**config.mk**
```make
export PLATFORM = sky130hd
export DESIGN_NAME = not_not_round_ctrl
export DESIGN_NICKNAME = d
export VERILOG_FILES = /design/src/rtl/not_not_round_ctrl.sv
export SDC_FILE = /design/constraint.sdc
export NUM_CORES = 1
export LEC_CHECK = 0
export CORE_MARGIN = 8
export CORE_UTILIZATION = 40
export DETAILED_ROUTE_END_ITERATION = 8
export SLEW_MARGIN = 0
export SYNTH_ARGS = -nofsm -noshare
export SYNTH_HDL_FRONTEND = slang
export SYNTH_SLANG_ARGS = --single-unit
export TNS_END_PERCENT = 50
```
**constraint.sdc**
```tcl
create_clock -name clock -period 2 [get_ports clock]
set_input_delay 0.2 -clock clock [delete_from_list [all_inputs] [get_ports clock]]
set_output_delay 0.2 -clock clock [all_outputs]
set_load 0.005 [all_outputs]
```
**src/rtl/not_not_round_ctrl.sv**
```systemverilog
// Round controller for the NOT-NOT game: steps the selector LFSRs, latches the
// challenge, times the player's answer, judges it and keeps score and lives.
module not_not_round_ctrl #(
  parameter int TIMEOUT_CYCLES = 50_000_000,
  parameter int RESULT_CYCLES  = 25_000_000,
  parameter int SCORE_W        = 8,
  parameter int START_LIVES    = 3
) (
  input  logic               clock,
  input  logic               reset,
  input  logic               start,
  input  logic [2:0]         not_sel,
  input  logic [2:0]         logic_sel,
  input  logic [2:0]         color_sel_1,
  input  logic [2:0]         color_sel_2,
  input  logic               player_valid,
  input  logic [1:0]         player_dir,
  output logic               lfsr_step,
  output logic [1:0]         ch_color_1,
  output logic [1:0]         ch_color_2,
  output logic [1:0]         ch_nots,
  output logic               ch_or,
  output logic               round_active,
  output logic               hit,
  output logic               miss,
  output logic               result_hit,
  output logic [SCORE_W-1:0] score,
  output logic [1:0]         lives,
  output logic               game_over
);

  localparam int MAX_CYCLES = (TIMEOUT_CYCLES > RESULT_CYCLES) ? TIMEOUT_CYCLES : RESULT_CYCLES;
  localparam int TW         = $clog2(MAX_CYCLES + 1);
  localparam logic [TW-1:0] TIMEOUT_LAST = TW'(TIMEOUT_CYCLES - 1);
  localparam logic [TW-1:0] RESULT_LAST  = TW'(RESULT_CYCLES - 1);
  localparam logic [1:0]    LIVES_INIT   = 2'(START_LIVES);

  typedef enum logic [2:0] {
    IDLE   = 3'd0,
    STEP   = 3'd1,
    LATCH  = 3'd2,
    WAIT   = 3'd3,
    RESULT = 3'd4,
    OVER   = 3'd5
  } state_t;

  state_t        state_r;
  logic [TW-1:0] timer_r;
  logic          correct_s;
  logic          answer_end_s;
  logic          unused_sel_bits;

  // An odd NOT count inverts the sense of the accept set.
  function automatic logic judge(input logic [1:0] dir, input logic [1:0] c1,
                                 input logic [1:0] c2, input logic or_f,
                                 input logic [1:0] nots);
    logic in_set;
    in_set = (dir == c1) || (or_f && (dir == c2));
    return in_set ^ nots[0];
  endfunction

  assign correct_s       = player_valid && judge(player_dir, ch_color_1, ch_color_2, ch_or, ch_nots);
  assign answer_end_s    = player_valid || (timer_r == TIMEOUT_LAST);
  assign unused_sel_bits = ^{not_sel[2], logic_sel[2], color_sel_1[2], color_sel_2[2]};

  // Round sequencing, judging and score/lives bookkeeping.
  always_ff @(posedge clock or posedge reset) begin
    if (reset) begin
      state_r      <= IDLE;
      timer_r      <= '0;
      lfsr_step    <= 1'b0;
      ch_color_1   <= 2'd0;
      ch_color_2   <= 2'd0;
      ch_nots      <= 2'd0;
      ch_or        <= 1'b0;
      round_active <= 1'b0;
      hit          <= 1'b0;
      miss         <= 1'b0;
      result_hit   <= 1'b0;
      score        <= '0;
      lives        <= LIVES_INIT;
      game_over    <= 1'b0;
    end else begin
      lfsr_step <= 1'b0;
      hit       <= 1'b0;
      miss      <= 1'b0;
      case (state_r)
        IDLE: begin
          if (start) begin
            state_r   <= STEP;
            lfsr_step <= 1'b1;
            score     <= '0;
            lives     <= LIVES_INIT;
          end else begin
            state_r <= IDLE;
          end
        end
        STEP: begin
          state_r <= LATCH;
        end
        LATCH: begin
          ch_color_1   <= color_sel_1[1:0];
          ch_color_2   <= color_sel_2[1:0];
          ch_nots      <= not_sel[1:0];
          ch_or        <= (logic_sel[1:0] == 2'b11);
          timer_r      <= '0;
          round_active <= 1'b1;
          state_r      <= WAIT;
        end
        WAIT: begin
          // A press in the final timeout cycle is still judged on its merits.
          if (answer_end_s) begin
            state_r      <= RESULT;
            round_active <= 1'b0;
            timer_r      <= '0;
            if (correct_s) begin
              hit        <= 1'b1;
              result_hit <= 1'b1;
              if (score != {SCORE_W{1'b1}}) begin
                score <= score + SCORE_W'(1);
              end else begin
                score <= score;
              end
            end else begin
              miss       <= 1'b1;
              result_hit <= 1'b0;
              if (lives != 2'd0) begin
                lives <= lives - 2'd1;
              end else begin
                lives <= lives;
              end
            end
          end else begin
            timer_r <= timer_r + TW'(1);
          end
        end
        RESULT: begin
          if (timer_r == RESULT_LAST) begin
            timer_r    <= '0;
            result_hit <= 1'b0;
            if (lives == 2'd0) begin
              state_r   <= OVER;
              game_over <= 1'b1;
            end else begin
              state_r   <= STEP;
              lfsr_step <= 1'b1;
            end
          end else begin
            timer_r <= timer_r + TW'(1);
          end
        end
        OVER: begin
          if (start) begin
            state_r   <= STEP;
            lfsr_step <= 1'b1;
            game_over <= 1'b0;
            score     <= '0;
            lives     <= LIVES_INIT;
          end else begin
            state_r <= OVER;
          end
        end
        default: begin
          state_r <= IDLE;
        end
      endcase
    end
  end

endmodule

```
==> metrics.txt, run 1 <==
status complete, but fails checks; failing checks negative setup slack; GRT Total Usage 16.4%; Fillers 626; via count 2775; total CTS buffers 5; Synth area leader dfrtp_1; final setup TNS -1.46 ns; area of the multi-input gates 1670 um^2; Yosys top cell area share 43.7%; DR iter-0 viols 85; fin. max-slew vios 0; Worst Skew 0.00928 ns; antenna violations before repair 0; largest net degree at the start of global routing 33; Cell Area, Synth 2870 um^2; Synth Instances 312; Worst Hold Class in -> async; Critical Setup Path Class reg -> reg; Seq/Total Area, Yosys 45.5%; CTS Hold Bufs 0; antenna viol nets, final 0; WP data arrival 2.38 ns; Leak Pwr 1.77 nW; VDD IR max 805 uV; RSZ-0062 raised after global routing yes; WL final 7.91 mm; Slew HR 62.4%; drt first pass iters 4; worst-margin pin slew 0.560 ns; post-route setup slack -0.149 ns; Die Wd 101 um; Root Driver clkbuf_8; critical path peak fanout 4; ANT cells 0; Synth Net Count 333; GPL Wtd Cong 0.842; Fmax 465 MHz; first-pass GRT wire length 13.5 mm; CTS sink cnt 52; async set-reset flop share out of synthesis 100%; Data required, critical path 2.23 ns; commonest non-fill, non-tap cell in the layout buf_4; final design utilization 58.7%; I/O pin count 41; Clock transition at path regs 0.10 ns; number of global-route vias before repair 2835; Initial Util 40.4%; CTS tree done; Worst-Skew Late Latency 0.31 ns; share of cells above drive strength 1 33.4%; Final period util 107%; Die ar. 10100 um^2; vias per inst 5.42; per-cell routed wire length 15.5 um; power density over the cells 1040 nW/um^2; Bufs on Longest Clock Path 2; CP Capture Type flop; Tmin final 2.15 ns; Syn. warnings 0; final count of hold timing violations 0; hpwl dp 5.65 mm; crit path launch type flop; Primary FF master, synth dfrtp_1; Final Net Count 433; max-cap violations 0; most frequent cells in the layout buf_4, dfrtp_1, clkdlybuf4s50_1, nand2_1, a31oi_1; final setup violation count 28; chip height 101 um; Yosys reg bits 52; top post-synthesis cells by area dfrtp_1, a31oi_1, a21oi_1; Cell Rows 31; Avg Cell Area, Syn 9.18 um^2; Post-synth EDFFs 0; Yosys cell types 55; Storage cell area 1300 um^2; hold_ws 0.136 ns; H-tree levels 2; Placeable Area 7100 um^2; Area Overhead vs Synth 45.4%; I/O Buffers 36; residual DRC count 0; grt total ovfl 0
through the flow:
| step | instances | power [mW] | instance area, um^2 | worst slack, ns |
|---|---|---|---|---|
| 2_1_floorplan | 312 | 2.65 | 2930 | -0.194 |
| 3_3_place_gp | 496 | 3.50 | 3810 | -0.224 |
| 3_5_place_dp | 496 | 3.53 | 3810 | -0.221 |
| 4_1_cts | 509 | 4.25 | 4020 | -0.120 |
| 5_1_grt | 512 | 4.63 | 4170 | -0.255 |
| 6_report | 512 | 4.32 | 4170 | -0.149 |
final timing paths:
path | to | slack [ns] | from | cells past startpoint
min | ch_color_1[1]$_DFFE_PP0P_ | 0.14 | reset | 2
min reg2reg | result_hit$_DFFE_PP0P_ | 0.50 | result_hit$_DFFE_PP0P_ | 2
max in group asynchronous | lives[1]$_DFFE_PP1P_ | 1.33 | reset | 3
max reg2reg | lives[1]$_DFFE_PP1P_ | -0.15 | timer_r[1]$_DFFE_PP0P_ | 8
min in group clock | ch_or$_DFFE_PP0P_ | 0.45 | logic_sel[1] | 3
max | lives[1]$_DFFE_PP1P_ | -0.15 | timer_r[1]$_DFFE_PP0P_ | 8
cell usage after synthesis (2+ instances only):
| cell type | n |
|---|---|
| and3_2 | 2 |
| nand3_1 | 19 |
| a41oi_1 | 2 |
| and4_1 | 2 |
| or2_2 | 4 |
| and3_1 | 6 |
| inv_1 | 14 |
| ha_1 | 3 |
| nand4_1 | 8 |
| xnor2_1 | 5 |
| xor2_1 | 3 |
| o21bai_1 | 2 |
| nor2_1 | 20 |
| a21o_1 | 2 |
| nand2b_1 | 4 |
| mux2_2 | 7 |
| or3_1 | 5 |
| nor4b_1 | 2 |
| mux2i_1 | 4 |
| a21oi_1 | 26 |
| nor4_1 | 3 |
| o21ai_0 | 19 |
| a31oi_1 | 22 |
| a221oi_1 | 2 |
| o21a_1 | 3 |
| dfstp_2 | 2 |
| buf_2 | 2 |
| clkbuf_1 | 8 |
| nand2_1 | 30 |
| a22o_1 | 2 |
| dfrtp_1 | 50 |
| nor3_1 | 6 |
report_power, final:
group | switching (mW) | total (mW) | internal [mW]
Sequential | 0.229 | 1.52 | 1.30
Combinational | 1.07 | 2.19 | 1.12
Clock | 0.362 | 0.608 | 0.246
repair_timing:
action / CTS / global route
setup buffers: 5 / 4
gates cloned: 0 / 0
setup endpoints to repair: 34 / 41
pin swaps: 17 / 14
endpoints found under the hold margin: 0 / 0
resized for setup: 25 / 27
cells by family after synthesis:
logic type | synth area share, %
AND/OR/NAND/NOR | 22.8
AO/OA/AOI/OAI | 20.0
flip-flops | 45.5
buffers and inverters | 3.76
multiplexers | 4.15
XOR/XNOR | 2.45
adder cells (fa/ha/maj) | 1.31
worst max-delay path: stages, from the launching register on:
cell and delay, ns:
dfrtp_1 0.43, ha_2 0.21, and4_4 0.24, nand3_4 0.08, o41ai_4 0.42, buf_4 0.21
a21oi_2 0.05, o21bai_4 0.17, a221oi_2 0.25
metal layers:
layer	wire (um)	vias to the layer above	global-route usage [%]
met5	0	-	0
met4	106	0	4.65
met3	387	12	4.28
met2	3810	45	27.3
met1	3610	1364	20.4
li1	-	1354	-
flip-flops by register name (all words and copies together) (netlist names), 2 cells and up:
register / count
score: 8
lives: 2
ch_color_2: 2
ch_nots: 2
state_r: 3
timer_r: 26
ch_color_1: 2
layout make-up:
class | instances | share of cell area [%]
tap | 99 | 2.97
inverter | 14 | 1.26
clock buffer | 6 | 1.74
multi-input combinational | 234 | 40.0
timing repair buffer | 105 | 22.4
sequential | 52 | 31.3
clock inverter | 2 | 0.300
Note: power is estimated with default switching activity, not from simulation.
==> run 2, diff against run 1 <==
- GPL_TIMING_DRIVEN: default -> 0
==> metrics.txt, run 2 (synthesized netlist as in run 1, its figures left out) <==
Power, Total 4.55 mW (was 4.32 mW); final non-filler cell total 493 (was 512); Die Wd 101 um (unchanged); via count 2703 (was 2775); max-cap violations 0 (unchanged); most frequent cells in the layout dfrtp_1, clkdlybuf4s50_1, buf_4, nand2_1, a31oi_1 (was buf_4, dfrtp_1, clkdlybuf4s50_1, nand2_1, a31oi_1); CP Capture Type flop (unchanged); hpwl dp 5.11 mm (was 5.65 mm); per-cell routed wire length 16.4 um (was 15.5 um); final setup violation count 27 (was 28); fin. max-slew vios 0 (unchanged); Fmax 470 MHz (was 465 MHz); DR WL met3 458 um (was 387 um); antenna violations before repair 0 (unchanged); CTS sink cnt 52 (unchanged); Clock transition at path regs 0.11 ns (was 0.10 ns); final count of hold timing violations 0 (unchanged); Largest register FFs 26 (unchanged); H-tree levels 2 (unchanged); GPL Wtd Cong 0.832 (was 0.842); Area Overhead vs Synth 43.3% (was 45.4%); Critical Setup Path Class reg -> reg (unchanged); chip height 101 um (unchanged); Leak Pwr 1.68 nW (was 1.77 nW); Largest regs timer_r (26), score (8), state_r (3) (unchanged); worst-margin pin slew 0.638 ns (was 0.560 ns); CTS Hold Bufs 0 (unchanged); I/O pin count 41 (unchanged); GRT Total Usage 17.0% (was 16.4%); Tmin final 2.13 ns (was 2.15 ns); drt first pass iters 5 (was 4); commonest non-fill, non-tap cell in the layout dfrtp_1 (was buf_4); DP Cell Count 448 (was 496); Die ar. 10100 um^2 (unchanged); residual DRC count 0 (unchanged); share of cells above drive strength 1 34.0% (was 33.4%); post-route setup slack -0.130 ns (was -0.149 ns); failing checks negative setup slack (unchanged); CTS tree done (unchanged); status complete, but fails checks (unchanged); Bufs on Longest Clock Path 2 (unchanged); Worst-Skew Late Latency 0.31 ns (about the same); r2r setup slk -0.13 ns (was -0.15 ns); critical path peak fanout 5 (was 4); Worst Hold Class in -> async (unchanged); total CTS buffers 5 (unchanged); Final Net Count 414 (was 433); met2 WL 3.78 mm (was 3.81 mm); largest net degree at the start of global routing 29 (was 33); number of global-route vias before repair 2821 (was 2835); WL final 8.10 mm (was 7.91 mm); DR iter-0 viols 103 (was 85); grt total ovfl 0 (unchanged); I/O Buffers 36 (unchanged); ANT cells 0 (unchanged); WP data arrival 2.32 ns (was 2.38 ns); RSZ-0062 raised after global routing yes (unchanged); Initial Util 40.4% (unchanged); antenna viol nets, final 0 (unchanged); DR top layer met4 (unchanged); power density over the cells 1110 nW/um^2 (was 1040 nW/um^2); Final period util 106% (was 107%); Root Driver clkbuf_8 (unchanged); first-pass GRT wire length 14.0 mm (was 13.5 mm); Met1 Routed Length 3.71 mm (was 3.61 mm); Worst Setup Slack post-DPL -0.564 ns (was -0.221 ns); Placeable Area 7100 um^2 (unchanged); VDD IR max 715 uV (was 805 uV); vias per inst 5.48 (was 5.42); crit path launch type flop (unchanged); Data required, critical path 2.19 ns (was 2.23 ns); Cell Rows 31 (unchanged); largest reg by FF count timer_r (unchanged); Worst Skew 0.0169 ns (was 0.00928 ns); Slew HR 57.4% (was 62.4%)
## run 2: cell types whose count changed in the layout (fill, tap and decap cells not counted), sizes merged
| cell | delta |
|---|---|
| buf | -28 |
| o22ai | +1 |
| clkinvlp | -1 |
| bufinv | +1 |
| clkinv | -1 |
| clkbuf | +9 |
## run 2: final timing paths
check                                              start                        to  depth (start not counted)
worst max-delay path             timer_r[11]$_DFFE_PP0P_   timer_r[21]$_DFFE_PP0P_                          7
worst min-delay path                               reset    timer_r[0]$_DFFE_PP0P_                          2
worst max register to register   timer_r[11]$_DFFE_PP0P_   timer_r[21]$_DFFE_PP0P_                          7
worst min register to register  round_active$_DFFE_PP0P_  round_active$_DFFE_PP0P_                          1
max in group asynchronous                          reset      lives[0]$_DFFE_PP1P_                          3
min in group clock                          logic_sel[1]         ch_or$_DFFE_PP0P_                          3
## run 2: critical path, cell delays in order, from the launching register on
cell	delay, ns
dfrtp_1	0.46
and3_4	0.25
nand2_1	0.08
or3_4	0.38
buf_4	0.15
or3_2	0.45
a21oi_2	0.15
mux2i_1	0.09
## run 2: stage by stage
step                utilization [%]  area (um^2)  hold WS, ns  TNS (ns)
floorplan                         -         2930        0.287     -2.13
global placement               48.1         3420        0.460    -43.39
detailed placement             48.4         3440        0.469    -15.56
CTS                            56.1         3990        0.312     -2.05
global route                   57.9         4110        0.351     -6.82
finish                         57.9         4110        0.286     -1.72
## run 2: final cells by class
class | instances | area (um^2)
Timing Repair Buffer | 75 | 692
Inverter | 14 | 52.6
Clock inverter | 1 | 30.0
Fill cell | 634 | 2990
Multi-Input combinational cell | 235 | 1710
Tap cell | 99 | 124
Buffer | 10 | 87.6
Clock buffer | 7 | 96.3
Sequential cell | 52 | 1320
## run 2: repair_timing
action	CTS	global route
buffers inserted	26	8
pin swaps	21	14
setup endpoints to repair	49	41
resized for setup	56	19
gates cloned	4	1
## run 2: power by group
part	switching (mW)	internal (mW)	leakage, nW	total, mW
registers	0.230	1.30	0.668	1.53
logic	1.12	1.10	0.943	2.23
clock network	0.353	0.442	0.0645	0.795
total	1.71	2.84	1.68	4.55
## run 2: metal layers
layer / vias up / GRT usage (%)
li1: 1313 / -
met1: 1298 / 21.9
met4: 0 / 4.30
met2: 77 / 27.9
met3: 15 / 3.73
met5: - / 0
